===== src/rtl/ifu_fetch_ctrl_if.sv =====
// Fetch bus: instruction memory read port plus the decode-side valid/ready handshake.
// master = fetch controller, slave = memory/decode side.
interface ifu_fetch_ctrl_if #(
  parameter int PC_W    = 8,
  parameter int INSTR_W = 16
) ();
  logic [PC_W-1:0]    imem_addr;
  logic               imem_rd;
  logic [INSTR_W-1:0] imem_data;
  logic [INSTR_W-1:0] isr;
  logic [PC_W-1:0]    isr_pc;
  logic               isr_valid;
  logic               isr_ready;

  modport master (
    output imem_addr, imem_rd, isr, isr_pc, isr_valid,
    input  imem_data, isr_ready
  );

  modport slave (
    input  imem_addr, imem_rd, isr, isr_pc, isr_valid,
    output imem_data, isr_ready
  );
endinterface


===== src/rtl/ifu_fetch_ctrl.sv =====
// Fetch sequencer: owns the PC, issues imem reads, buffers returns in a prefetch queue feeding decode.
// Issue-to-isr_valid is 2 cycles; issue is credit-limited by queue space; optional IFU_HALT_DETECT_EN.
module ifu_fetch_ctrl #(
  parameter int PC_W     = 8,
  parameter int INSTR_W  = 16,
  parameter int QDEPTH   = 4,
  parameter int RESET_PC = 0
) (
  input  logic             clk,
  input  logic             reset,
  input  logic             en,
  input  logic             br_valid,
  input  logic [PC_W-1:0]  br_target,
  ifu_fetch_ctrl_if.master bus,
  output logic             busy
`ifdef IFU_HALT_DETECT_EN
  , output logic           halted
`endif
);
  localparam int AW = $clog2(QDEPTH);
  localparam int CW = AW + 1;
  localparam logic [PC_W-1:0] RST_PC = PC_W'(RESET_PC);

  typedef enum logic [1:0] {IDLE, FETCH, FLUSH} state_t;

  state_t             state, state_nx;
  logic [PC_W-1:0]    pc;
  logic [PC_W-1:0]    inflight_pc;
  logic               inflight;
  logic [INSTR_W-1:0] q_dat [QDEPTH];
  logic [PC_W-1:0]    q_pc  [QDEPTH];
  logic [AW-1:0]      wr_ptr, rd_ptr;
  logic [CW-1:0]      count;
  logic               pop, push, issue, credit_ok, halt_blk;

  assign pop  = bus.isr_valid && bus.isr_ready;
  // A branch in the cycle the read returns kills that response.
  assign push = inflight && !br_valid;

  // Space must remain for every read already in flight, counting this cycle's pop.
  assign credit_ok = (int'(count) - int'(pop) + int'(inflight) + 1) <= QDEPTH;

`ifdef IFU_HALT_DETECT_EN
  logic halt_flag;
  logic halt_hit;

  assign halt_hit = push && (bus.imem_data == {INSTR_W{1'b1}});
  assign halt_blk = halt_flag || halt_hit;
  assign halted   = halt_flag;

  always_ff @(posedge clk) begin
    if (reset || br_valid) begin
      halt_flag <= 1'b0;
    end else if (halt_hit) begin
      halt_flag <= 1'b1;
    end
  end
`else
  assign halt_blk = 1'b0;
`endif

  assign issue = (state == FETCH) && en && !br_valid && credit_ok && !halt_blk && !reset;

  always_comb begin
    state_nx = state;
    case (state)
      IDLE:    if (en && !halt_blk) state_nx = FETCH;
      FETCH:   if (!en || halt_blk) state_nx = IDLE;
      FLUSH:   state_nx = (en && !halt_blk) ? FETCH : IDLE;
      default: state_nx = IDLE;
    endcase
    if (br_valid) state_nx = FLUSH;
  end

  always_ff @(posedge clk) begin
    if (reset) begin
      state       <= IDLE;
      pc          <= RST_PC;
      inflight    <= 1'b0;
      inflight_pc <= RST_PC;
      count       <= '0;
      wr_ptr      <= '0;
      rd_ptr      <= '0;
    end else begin
      state    <= state_nx;
      inflight <= issue;
      if (issue) inflight_pc <= pc;
      if (br_valid) begin
        pc     <= br_target;
        count  <= '0;
        wr_ptr <= '0;
        rd_ptr <= '0;
      end else begin
        if (issue) pc <= pc + 1'b1;
        if (push)  wr_ptr <= wr_ptr + 1'b1;
        if (pop)   rd_ptr <= rd_ptr + 1'b1;
        count <= count + CW'(push) - CW'(pop);
      end
    end
  end

  always_ff @(posedge clk) begin
    if (push) begin
      q_dat[wr_ptr] <= bus.imem_data;
      q_pc[wr_ptr]  <= inflight_pc;
    end
  end

  assign bus.imem_rd   = issue;
  assign bus.imem_addr = pc;
  assign bus.isr_valid = (count != '0);
  assign bus.isr       = bus.isr_valid ? q_dat[rd_ptr] : '0;
  assign bus.isr_pc    = bus.isr_valid ? q_pc[rd_ptr]  : '0;
  assign busy          = (state == FETCH) || (state == FLUSH);
endmodule


===== src/flat_wrapper.sv =====
// flat-port wrapper written by rule: the top's interface ports become plain ports
module ifu_fetch_ctrl_flat 
#(
  parameter int PC_W     = 8,
  parameter int INSTR_W  = 16,
  parameter int QDEPTH   = 4,
  parameter int RESET_PC = 0
)
  (clk, reset, en, br_valid, br_target, busy, bus_imem_addr, bus_imem_rd, bus_isr, bus_isr_pc, bus_isr_valid, bus_imem_data, bus_isr_ready);
  ifu_fetch_ctrl_if #(.PC_W(PC_W), .INSTR_W(INSTR_W)) bus_i ();
  input  logic clk;
  input  logic reset;
  input  logic en;
  input  logic br_valid;
  input  logic [PC_W-1:0] br_target;
  output logic busy;
  output wire logic [$bits(bus_i.imem_addr)-1:0] bus_imem_addr;
  output wire logic [$bits(bus_i.imem_rd)-1:0] bus_imem_rd;
  output wire logic [$bits(bus_i.isr)-1:0] bus_isr;
  output wire logic [$bits(bus_i.isr_pc)-1:0] bus_isr_pc;
  output wire logic [$bits(bus_i.isr_valid)-1:0] bus_isr_valid;
  input wire logic [$bits(bus_i.imem_data)-1:0] bus_imem_data;
  input wire logic [$bits(bus_i.isr_ready)-1:0] bus_isr_ready;
  assign bus_imem_addr = bus_i.imem_addr;
  assign bus_imem_rd = bus_i.imem_rd;
  assign bus_isr = bus_i.isr;
  assign bus_isr_pc = bus_i.isr_pc;
  assign bus_isr_valid = bus_i.isr_valid;
  assign bus_i.imem_data = bus_imem_data;
  assign bus_i.isr_ready = bus_isr_ready;
  ifu_fetch_ctrl #(.PC_W(PC_W), .INSTR_W(INSTR_W), .QDEPTH(QDEPTH), .RESET_PC(RESET_PC)) u_core (.clk(clk), .reset(reset), .en(en), .br_valid(br_valid), .br_target(br_target), .bus(bus_i), .busy(busy));
endmodule

===== config.mk =====
export PLATFORM = sky130hd
export DESIGN_NAME = ifu_fetch_ctrl_flat
export DESIGN_NICKNAME = d
export VERILOG_FILES = /design/src/rtl/ifu_fetch_ctrl_if.sv /design/src/rtl/ifu_fetch_ctrl.sv /design/src/flat_wrapper.sv
export SDC_FILE = /design/constraint.sdc
export NUM_CORES = 1
export LEC_CHECK = 0
export CAP_MARGIN = 20
export CORE_ASPECT_RATIO = 1.25
export CORE_MARGIN = 1.5
export CORE_UTILIZATION = 24
export DETAILED_ROUTE_END_ITERATION = 7
export SLEW_MARGIN = 20
export SYNTH_ARGS = -nofsm -noshare
export SYNTH_HDL_FRONTEND = slang
export SYNTH_SLANG_ARGS = --single-unit

===== constraint.sdc =====
create_clock -name clk -period 4.3 [get_ports clk]
set_clock_uncertainty 0.05 [all_clocks]
set_input_delay 1.075 -clock clk [delete_from_list [all_inputs] [get_ports clk]]
set_output_delay 1.075 -clock clk [all_outputs]
set_load 0.01 [all_outputs]

==> key figures, run 1 <==
Route
  • Routed wire length: 11100 um
  • WL per Instance: 15.2 um
  • Post-DR vias/cell: 4.45
  • Residual DRC: 0
  • Post-route ant nets: 0
  • Number of DRC markers in iteration 0: 221
  • Total number of vias: 3255
  • DRT Pass-1 Iters: 5

Critical path
  • Critical Path AT: 3.05 ns
  • Critical path capture point type: output pin
  • Crit Path Class: input pin to output pin
  • Worst reg2reg path depth: 12
  • WP data required: 3.17 ns
  • Crit-path max FO: 3
  • Startpoint types: input pin

Timing
  • Peak Freq: 240 MHz
  • Worst rel slew slack: 64.6%
  • Fin crit share: 97.1%
  • Final setup viols: 0
  • Final count of pins violating max slew: 0
  • Setup WS post-layout: 0.126 ns
  • Final Hold Viols: 0
  • Slew @ Worst Pin: 0.531 ns
  • Setup TNS Final: 0 ns
  • WHS: 0.450 ns
  • Min cycle time layout: 4.17 ns

Synth
  • Largest family of logic cells by synthesized area: multiplexers
  • Synth Area in XOR/XNOR: 1.27%
  • Syn avg cell area: 15.3 sq um
  • Synth unique cells: 49
  • Post-synthesis sequential area ratio: 65.0%
  • YS warnings: 0
  • Post-Syn Area: 5300 sq um
  • Synth area leaders: edfxtp_1, dfxtp_1, mux4_2, ha_1, and2_1
  • Synth Area in Simple Gates: 9.56%
  • Synth Register Bits: 124
  • Synth Area in Adders: 5.33%
  • Synth Area in Compound Gates: 5.78%
  • EDFF count, synth: 96
  • Cells after Synth: 347
  • Ys async rst share: 0%
  • Ys flop type: edfxtp_1
  • Cell taking the most area after synthesis: edfxtp_1
  • Yosys top cell area share: 54.4%
  • Mux share of post-synthesis cell area: 10.4%

Global routing
  • Vias in the first global route: 3390
  • Total GRT Usage: 10.5%
  • First-pass GRT wire length: 18100 um
  • Largest net degree at the start of global routing: 27
  • Initial antenna violation count: 0
  • GRT overflow: 0

Place
  • Placed Area: 6400 sq um
  • # placed instances: 699
  • Final HPWL from detailed placement: 7190 um
  • Port bufs: 63
  • Placer's final routability congestion estimate: 0.784
  • Pre-CTS setup slack: -0.704 ns

CTS
  • CTS tree: yes
  • CTS clock-pin slew for the worst setup and hold paths: 0.05 ns
  • Hold-fix buffer count after cts: 0
  • CTS Buf Count: 17
  • Worst skew pair latency: 0.41 ns
  • Longest Clk Path Bufs: 2
  • CTS root buf: clkbuf_16
  • Clk sinks: 124
  • H-tree levels: 4

Floorplanning
  • Chip height: 169 um
  • # rows: 60
  • Die Wd: 136 um
  • Ports: 64
  • DIE AREA: 23000 sq um
  • Core Region: 21600 sq um
  • Initial Utilization: 24.5%

Layout
  • Nets: 491
  • Share of post-route cells with drive strength above 1: 19.4%
  • Post-route insts no fill: 732
  • Post-layout util: 32.5%
  • Ant diodes: 0
  • Fillers: 2127
  • Post-route cell area: 7030 sq um
  • Layout area overhead: 32.6%

Power
  • Pleak: 2.35 nW
  • Post-layout total power: 2.76 mW
  • Peak supply drop: 0.258 mV
  • Pwr Density: 393 nW/um^2

Min path
  • HP Class: flip-flop to flip-flop
  • Worst hold stages: 0

Outcome
  • Outcome: finished, final reports clean

Run
  • Max_cap viols: 0
-- worst max-delay path, cell delays in order --
cell	delay, ns
dlygate4sd2_1	0.25
and2_4	0.17
ha_4	0.17
ha_4	0.16
xor2_2	0.11
nand3_1	0.10
ha_1	0.26
and4bb_1	0.22
a41o_1	0.20
nand2_2	0.08
inv_1	0.04
clkdlybuf4s15_2	0.21
-- where the power goes --
group / internal, mW / switching (mW) / total, mW
clock: 0.847 / 0.511 / 1.36
sequential: 1.29 / 0.00972 / 1.30
combinational: 0.0529 / 0.0487 / 0.102
-- layer usage --
metal	vias to the layer above	GRT usage (%)	part of all wire [%]
met1	1643	12.4	42
li1	1505	-	-
met3	8	3.14	4.5
met4	0	3.33	0.80
met2	99	18.2	52
met5	-	0	0
-- cell usage after synthesis (3+ instances only) --
master / instances
mux4_2: 24
dfxtp_1: 28
nor4_1: 3
nor3_1: 6
a21oi_1: 9
xnor2_1: 3
clkbuf_1: 10
and3_1: 5
inv_1: 16
o21ai_0: 3
and2_1: 28
buf_2: 4
nand2_1: 6
nand3_1: 14
ha_1: 21
edfxtp_1: 96
o21ai_1: 9
nor2_1: 20
-- layout make-up --
class	instances	area [sq um]	share of cell area (%)
flip-flops and latches	124	3440	49.0
multi-input cells	196	1800	25.6
repair buffers	84	801	11.4
clock buffers	17	425	6.05
well taps	279	349	4.97
clock inverters	15	146	2.08
inverters	17	63.8	0.908
-- cell families (layout without fill, tap and decap cells) --
kind of cell / Yosys count / after routing
buffers and inverters: 34 / 133
and+or+nand+nor: 93 / 93
xor gates and xnor gates: 6 / 6
DFF: 124 / 124
muxes: 25 / 25
AOI/OAI and AO/OA: 41 / 41
adders and majority gates: 22 / 22
other: 2 / 9
-- placed cells by master (no fill, tap or decap), types with 5 or more instances in the layout --
master,Yosys,routed
edfxtp_1,96,96
clkdlybuf4s50_1,0,61
and2_1,28,27
dfxtp_1,28,27
mux4_2,24,24
nor2_1,20,20
buf_4,1,20
ha_1,21,17
clkbuf_16,0,17
inv_1,16,16
nand3_1,14,14
o21ai_1,9,9
a21oi_1,9,9
conb_1,2,9
nor3_1,6,6
and3_1,5,5
nand2_1,6,5
-- repair_timing --
item | 4_1_cts | 5_1_grt
buffers inserted | 1 | 0
setup endpoints to repair | 1 | 1
pin swaps | 8 | 0
gates resized for setup | 11 | 2
-- registers in the layout, indices dropped and copies added (netlist names), named ones only --
register and flops:
u_core.bus.imem_addr 8, u_core.count 3, u_core.inflight 1, u_core.inflight_pc 8
u_core.q_dat 64, u_core.q_pc 32, u_core.rd_ptr 2, u_core.state 2
u_core.wr_ptr 2
-- worst paths after layout --
kind	startpoint	slack, ns	endpoint
hold / removal	u_core.inflight_pc[2]	0.45	u_core.q_pc[2][2]
hold reg to reg	u_core.inflight_pc[2]	0.45	u_core.q_pc[2][2]
setup reg to reg	u_core.count[1]	1.15	u_core.bus.imem_addr[2]
setup / recovery	bus_isr_ready	0.13	bus_imem_rd
Power figures use the tool's default switching activity.
==> inputs of run 2 (changes only) <==
--- a/config.mk
+++ b/config.mk
@@ -7,7 +7,7 @@
 export LEC_CHECK = 0
 export CAP_MARGIN = 20
 export CORE_ASPECT_RATIO = 1.25
-export CORE_MARGIN = 1.5
+export CORE_MARGIN = 8
 export CORE_UTILIZATION = 24
 export DETAILED_ROUTE_END_ITERATION = 7
 export SLEW_MARGIN = 20
==> constraint.sdc (replaced) <==
create_clock -name clk -period 3.45 [get_ports clk]
set_clock_uncertainty 0.05 [all_clocks]
set_input_delay 0.8625 -clock clk [delete_from_list [all_inputs] [get_ports clk]]
set_output_delay 0.8625 -clock clk [all_outputs]
set_load 0.01 [all_outputs]
==> run 2 against run 1 <==
Against the previous run: the flow now finishes with violations (negative setup slack); combinational power up 28%; worst setup slack lost 0.35 ns; final cell count is 1.5% higher; register-to-register slack worse by 0.76 ns; core utilization down 0.18 points; sequential power up 25%; via count is essentially flat; cell area is 1.1% higher; non-clock buffer count is 7 higher; highest routed layer unchanged.
==> key figures, run 2 (same netlist as run 1, synthesis figures left out) <==
Power
  • Power share of the clock group: 49.4%
  • Pleak: 2.41 nW
  • Peak supply drop: 0.354 mV
  • Int Pwr: 2.69 mW
  • Sw frac: 22.2%
  • Pwr Density: 487 nW/um^2
  • Gate power share: 3.8%
  • P_sw: 0.767 mW
  • Sequential Power Share: 46.8%
  • Post-layout total power: 3.46 mW

Place
  • # placed instances: 710
  • Final HPWL from detailed placement: 7600 um
  • Pre-CTS setup slack: -0.900 ns
  • Port bufs: 63
  • Placed Area: 6490 sq um
  • Placer's final routability congestion estimate: 0.787

Route
  • Total number of vias: 3257
  • Number of DRC markers in iteration 0: 103
  • Post-route ant nets: 0
  • Routed wire length: 11400 um
  • WL per Instance: 15.3 um
  • DRT Pass-1 Iters: 4
  • Residual DRC: 0
  • Post-DR vias/cell: 4.38

Floorplanning
  • Die Wd: 149 um
  • # rows: 61
  • Initial Utilization: 24.1%
  • Ports: 64
  • Core Region: 22000 sq um
  • DIE AREA: 27100 sq um
  • Chip height: 182 um

Layout
  • Post-layout util: 32.3%
  • Post-route cell area: 7110 sq um
  • Largest Register: u_core.q_dat
  • Share of post-route cells with drive strength above 1: 21.3%
  • Top Registers: u_core.q_dat: 64 flops, u_core.q_pc: 32 flops
  • Layout area overhead: 34.1%
  • Post-route insts no fill: 743
  • Commonest non-fill, non-tap cells in the layout: edfxtp_1, clkdlybuf4s50_1, and2_1, dfxtp_1, buf_4
  • Max reg flops: 64
  • Nets: 498
  • Ant diodes: 0
  • Commonest non-fill, non-tap cell in the layout: edfxtp_1

Timing
  • Peak Freq: 272 MHz
  • Final setup viols: 1
  • Final Hold Viols: 0
  • Setup WS post-layout: -0.225 ns
  • Min cycle time layout: 3.67 ns
  • Fin crit share: 107%
  • Final count of pins violating max slew: 0
  • WHS: 0.468 ns
  • Setup TNS Final: -0.225 ns
  • RSZ-0062 raised after global routing: yes

Global routing
  • Largest net degree at the start of global routing: 27
  • First-pass GRT wire length: 18000 um
  • Vias in the first global route: 3471
  • Initial antenna violation count: 0
  • GRT overflow: 0
  • Total GRT Usage: 8.64%

Critical path
  • Buf+Inv Stages, Crit Path: 2
  • RR Endpoint: u_core.bus.imem_addr[2]
  • WP data required: 2.54 ns
  • Worst reg2reg path depth: 12
  • Crit Path Class: flip-flop to output pin
  • Max stage delay on crit path: 0.38 ns
  • Cell mode on critical path: ha_4
  • FF-to-FF Start: u_core.count[0]
  • Crit-path max FO: 3
  • Crit path max-delay family: simple AND/OR/NAND/NOR gates
  • Startpoint types: flip-flop
  • Critical Path AT: 2.76 ns
  • Critical path capture point type: output pin
  • CP Cell Sequence: or3_4 -> and2_4 -> ha_4 -> ha_4 -> xor2_1 -> nand3_1 -> ha_1 -> and4bb_1 -> a41o_1 -> nand2_4 -> inv_2 -> buf_6
  • Worst path slowest cell: or3_4
  • Reg2Reg Setup Slack: 0.39 ns

CTS
  • H-tree levels: 4
  • Longest Clk Path Bufs: 2
  • Clk sinks: 124
  • CTS tree: yes
  • CTS clock-pin slew for the worst setup and hold paths: 0.06 ns
  • CTS root buf: clkbuf_16
  • Worst skew pair latency: 0.41 ns
  • CTS Buf Count: 17

Min path
  • Hold Path Sink: u_core.q_pc[2][2]
  • Worst hold stages: 0
  • HP Class: flip-flop to flip-flop
  • Hold path start: u_core.inflight_pc[2]

Outcome
  • Outcome: finished with violations
  • Failing checks: negative setup slack

Run
  • Max_cap viols: 0
[run 2: timing repair]
item | CTS | global route
hold buffers | 0 | 0
pin swaps | 8 | 4
gates resized for setup | 11 | 1
buffers inserted | 1 | 0
setup endpoints to repair | 1 | 1
[run 2: cell type report]
cell class                      count  area (sq um)
Sequential cell                   124          3450
Tap cell                          283           354
Timing Repair Buffer               91           867
Clock inverter                     15           151
Clock buffer                       17           425
Inverter                           17          63.8
Multi-Input combinational cell    196          1800
Fill cell                        2125         14900
[run 2: power by group through the flow]
stage / clock network, mW / registers (mW) / logic, mW
detailed placement: 0 / 1.65 / 0.129
floorplan: 0 / 1.65 / 0.0507
global route: 1.82 / 1.62 / 0.143
CTS: 1.74 / 1.62 / 0.129
global placement: 0 / 1.65 / 0.124
finish: 1.71 / 1.62 / 0.131
[run 2: how the worst max path moves through the flow]
stage,start,endpoint,cells past startpoint
after global routing,u_core.count[0],bus_imem_rd,12
after CTS,u_core.count[0],bus_imem_rd,12
final,u_core.count[0],bus_imem_rd,12
after global placement,bus_isr_ready,bus_imem_rd,12
after detailed placement,bus_isr_ready,bus_imem_rd,12
after floorplan,bus_isr_ready,bus_imem_rd,11
[run 2: metal layers]
metal / vias up / wire (um) / track usage [%]
met2: 92 / 5730 / 14.8
li1: 1515 / - / -
met5: - / 0 / 0
met1: 1632 / 4870 / 9.77
met3: 18 / 672 / 3.27
met4: 0 / 127 / 2.55
==> inputs of run 3 (changes only) <==
==> constraint.sdc (replaced) <==
create_clock -name clk -period 4.1 [get_ports clk]
set_clock_uncertainty 0.05 [all_clocks]
set_input_delay 1.025 -clock clk [delete_from_list [all_inputs] [get_ports clk]]
set_output_delay 1.025 -clock clk [all_outputs]
set_load 0.01 [all_outputs]
==> run 3 against run 2 <==
Against the previous run: the flow now finishes without violations; worst setup slack improved by 0.33 ns; first-iteration DRC count up 67%; largest cell class unchanged; sequential share of layout area hardly changed; non-clock buffer count down 4; sequential power is 16% lower; hold slack got worse by 0.014 ns; critical path type is now input pin to output pin; register-to-register slack gained 0.72 ns; global-route usage up 0.16 points; count of clock-buffer cells in the layout increased by 1; via count shrank 0.34%; critical path depth unchanged; total power fell by 12%.
==> key figures, run 3 (same netlist as run 1, synthesis figures left out) <==
Critical path
  • Critical path capture point type: output pin
  • Max stage delay on crit path: 0.27 ns
  • CP Cell Sequence: dlygate4sd2_1 -> and2_4 -> ha_4 -> inv_1 -> ha_4 -> nand3_1 -> ha_1 -> and4bb_1 -> a41o_1 -> nand2_2 -> inv_1 -> buf_2
  • Buf+Inv Stages, Crit Path: 4
  • WP data required: 3.02 ns
  • Worst path slowest cell: ha_1
  • Crit path max-delay family: adder cells
  • Startpoint types: input pin
  • Critical Path AT: 2.92 ns
  • Crit Path Class: input pin to output pin
  • Crit-path max FO: 3

Route
  • WL per Instance: 15.7 um
  • Post-DR vias/cell: 4.39
  • Number of DRC markers in iteration 0: 172
  • Total number of vias: 3246
  • Residual DRC: 0
  • DRT Pass-1 Iters: 4
  • Post-route ant nets: 0
  • Routed wire length: 11600 um

Global routing
  • Grt met3 use: 3.54%
  • GR Layer Usage met2: 15.0%
  • GRT overflow: 0
  • GRT busiest layer: met2
  • Total GRT Usage: 8.81%
  • Met1 Usage GRT: 10.0%
  • Initial antenna violation count: 0
  • Largest net degree at the start of global routing: 27
  • First-pass GRT wire length: 18200 um
  • Vias in the first global route: 3425

Floorplanning
  • Initial Utilization: 24.1%
  • # rows: 61
  • Ports: 64
  • DIE AREA: 27100 sq um
  • Core Region: 22000 sq um
  • Die Wd: 149 um
  • Chip height: 182 um

CTS
  • CTS clock-pin slew for the worst setup and hold paths: 0.06 ns
  • CTS root buf: clkbuf_16
  • CTS Buf Count: 17
  • Longest Clk Path Bufs: 2
  • Clk sinks: 124
  • CTS tree: yes
  • H-tree levels: 4
  • Worst skew pair latency: 0.40 ns

Layout
  • Layout area overhead: 34.1%
  • Nets: 494
  • Post-layout util: 32.3%
  • Fillers: 2153
  • Register area: 3440 sq um
  • Commonest non-fill, non-tap cell in the layout: edfxtp_1
  • Largest Register: u_core.q_dat
  • Top Registers: u_core.q_dat: 64 flops, u_core.q_pc: 32 flops
  • Share of post-route cells with drive strength above 1: 20.6%
  • Max reg flops: 64
  • Post-route insts no fill: 739
  • Ant diodes: 0
  • Multi-input gate area: 1800 sq um
  • Commonest non-fill, non-tap cells in the layout: edfxtp_1, clkdlybuf4s50_1, and2_1, dfxtp_1, mux4_2

Place
  • Placer's final routability congestion estimate: 0.781
  • # placed instances: 705
  • Final HPWL from detailed placement: 7630 um
  • Port bufs: 63

Timing
  • Peak Freq: 250 MHz
  • Fin crit share: 97.5%
  • WHS: 0.454 ns
  • Setup TNS Final: 0 ns
  • Final count of pins violating max slew: 0
  • Final setup viols: 0
  • Final Hold Viols: 0
  • Min cycle time layout: 4.00 ns
  • Slew @ Worst Pin: 0.541 ns
  • Worst rel slew slack: 64.0%

Min path
  • HP Class: flip-flop to flip-flop

Outcome
  • Outcome: finished, final reports clean

Power
  • Pleak: 2.40 nW
  • Peak supply drop: 0.319 mV
  • Pwr Density: 430 nW/um^2

Run
  • Max_cap viols: 0
==> run 3: cell types whose count changed in the layout (fill, tap and decap cells not counted), sizes merged, moves of 2 or more <==
cell    change
bufinv      +3
clkinv      -3
buf         -4
inv         -2
==> run 3: layer usage <==
metal / part of all wire (%) / up-vias / wire, um
met1: 43 / 1641 / 4990
met2: 51 / 94 / 5910
met4: 0.41 / 0 / 48
li1: - / 1506 / -
met3: 5.7 / 5 / 665
met5: 0 / - / 0
==> run 3: cell type report <==
class / instances / share of cell area, %
clock buffers: 18 / 6.04
clock inverters: 14 / 2.89
inverters: 17 / 0.898
multi-input cells: 196 / 25.3
flip-flops and latches: 124 / 48.5
well taps: 283 / 4.98
repair buffers: 87 / 11.5
==> run 3: power by group <==
part | internal, mW | leakage, nW | total [mW] | switching [mW]
sequential | 1.35 | 1.10 | 1.36 | 0.0101
combinational | 0.0558 | 0.993 | 0.106 | 0.0504
clock | 1.03 | 0.303 | 1.59 | 0.556
total | 2.44 | 2.40 | 3.06 | 0.616
==> run 3: worst register-to-register path: stages, from the launching register on <==
cell	delay, ns
dfxtp_1	0.31
or3_1	0.39
and2_4	0.18
ha_4	0.17
inv_1	0.09
ha_4	0.20
nand3_1	0.08
ha_1	0.12
and4bb_1	0.21
a41oi_1	0.13
buf_4	0.20
or4_1	0.52
a311oi_2	0.24
==> run 3: metrics by stage <==
stage	cell area [sq um]	total power, mW	setup slack [ns]
6_report	7110	3.06	0.101
5_1_grt	7110	3.16	-0.00968
4_1_cts	7070	3.09	0.0148
3_5_place_dp	6420	1.49	-0.724
3_3_place_gp	6420	1.49	-0.689
2_1_floorplan	5330	1.43	0.0204
==> run 3: worst paths after layout <==
path / start / end / slack [ns] / cells past startpoint
min: u_core.inflight_pc[2] / u_core.q_pc[1][2] / 0.45 / 0
max: bus_isr_ready / bus_imem_rd / 0.10 / 12
max reg2reg: u_core.count[1] / u_core.bus.imem_addr[3] / 1.11 / 12
min reg2reg: u_core.inflight_pc[2] / u_core.q_pc[1][2] / 0.45 / 0
==> run 3: timing repair <==
item	in CTS	in global routing
endpoints found under the hold margin	0	0
endpoints found under the setup margin	1	1
buffers inserted	1	2
resized for setup	9	4
pin swaps	7	3
hold buffers	0	0
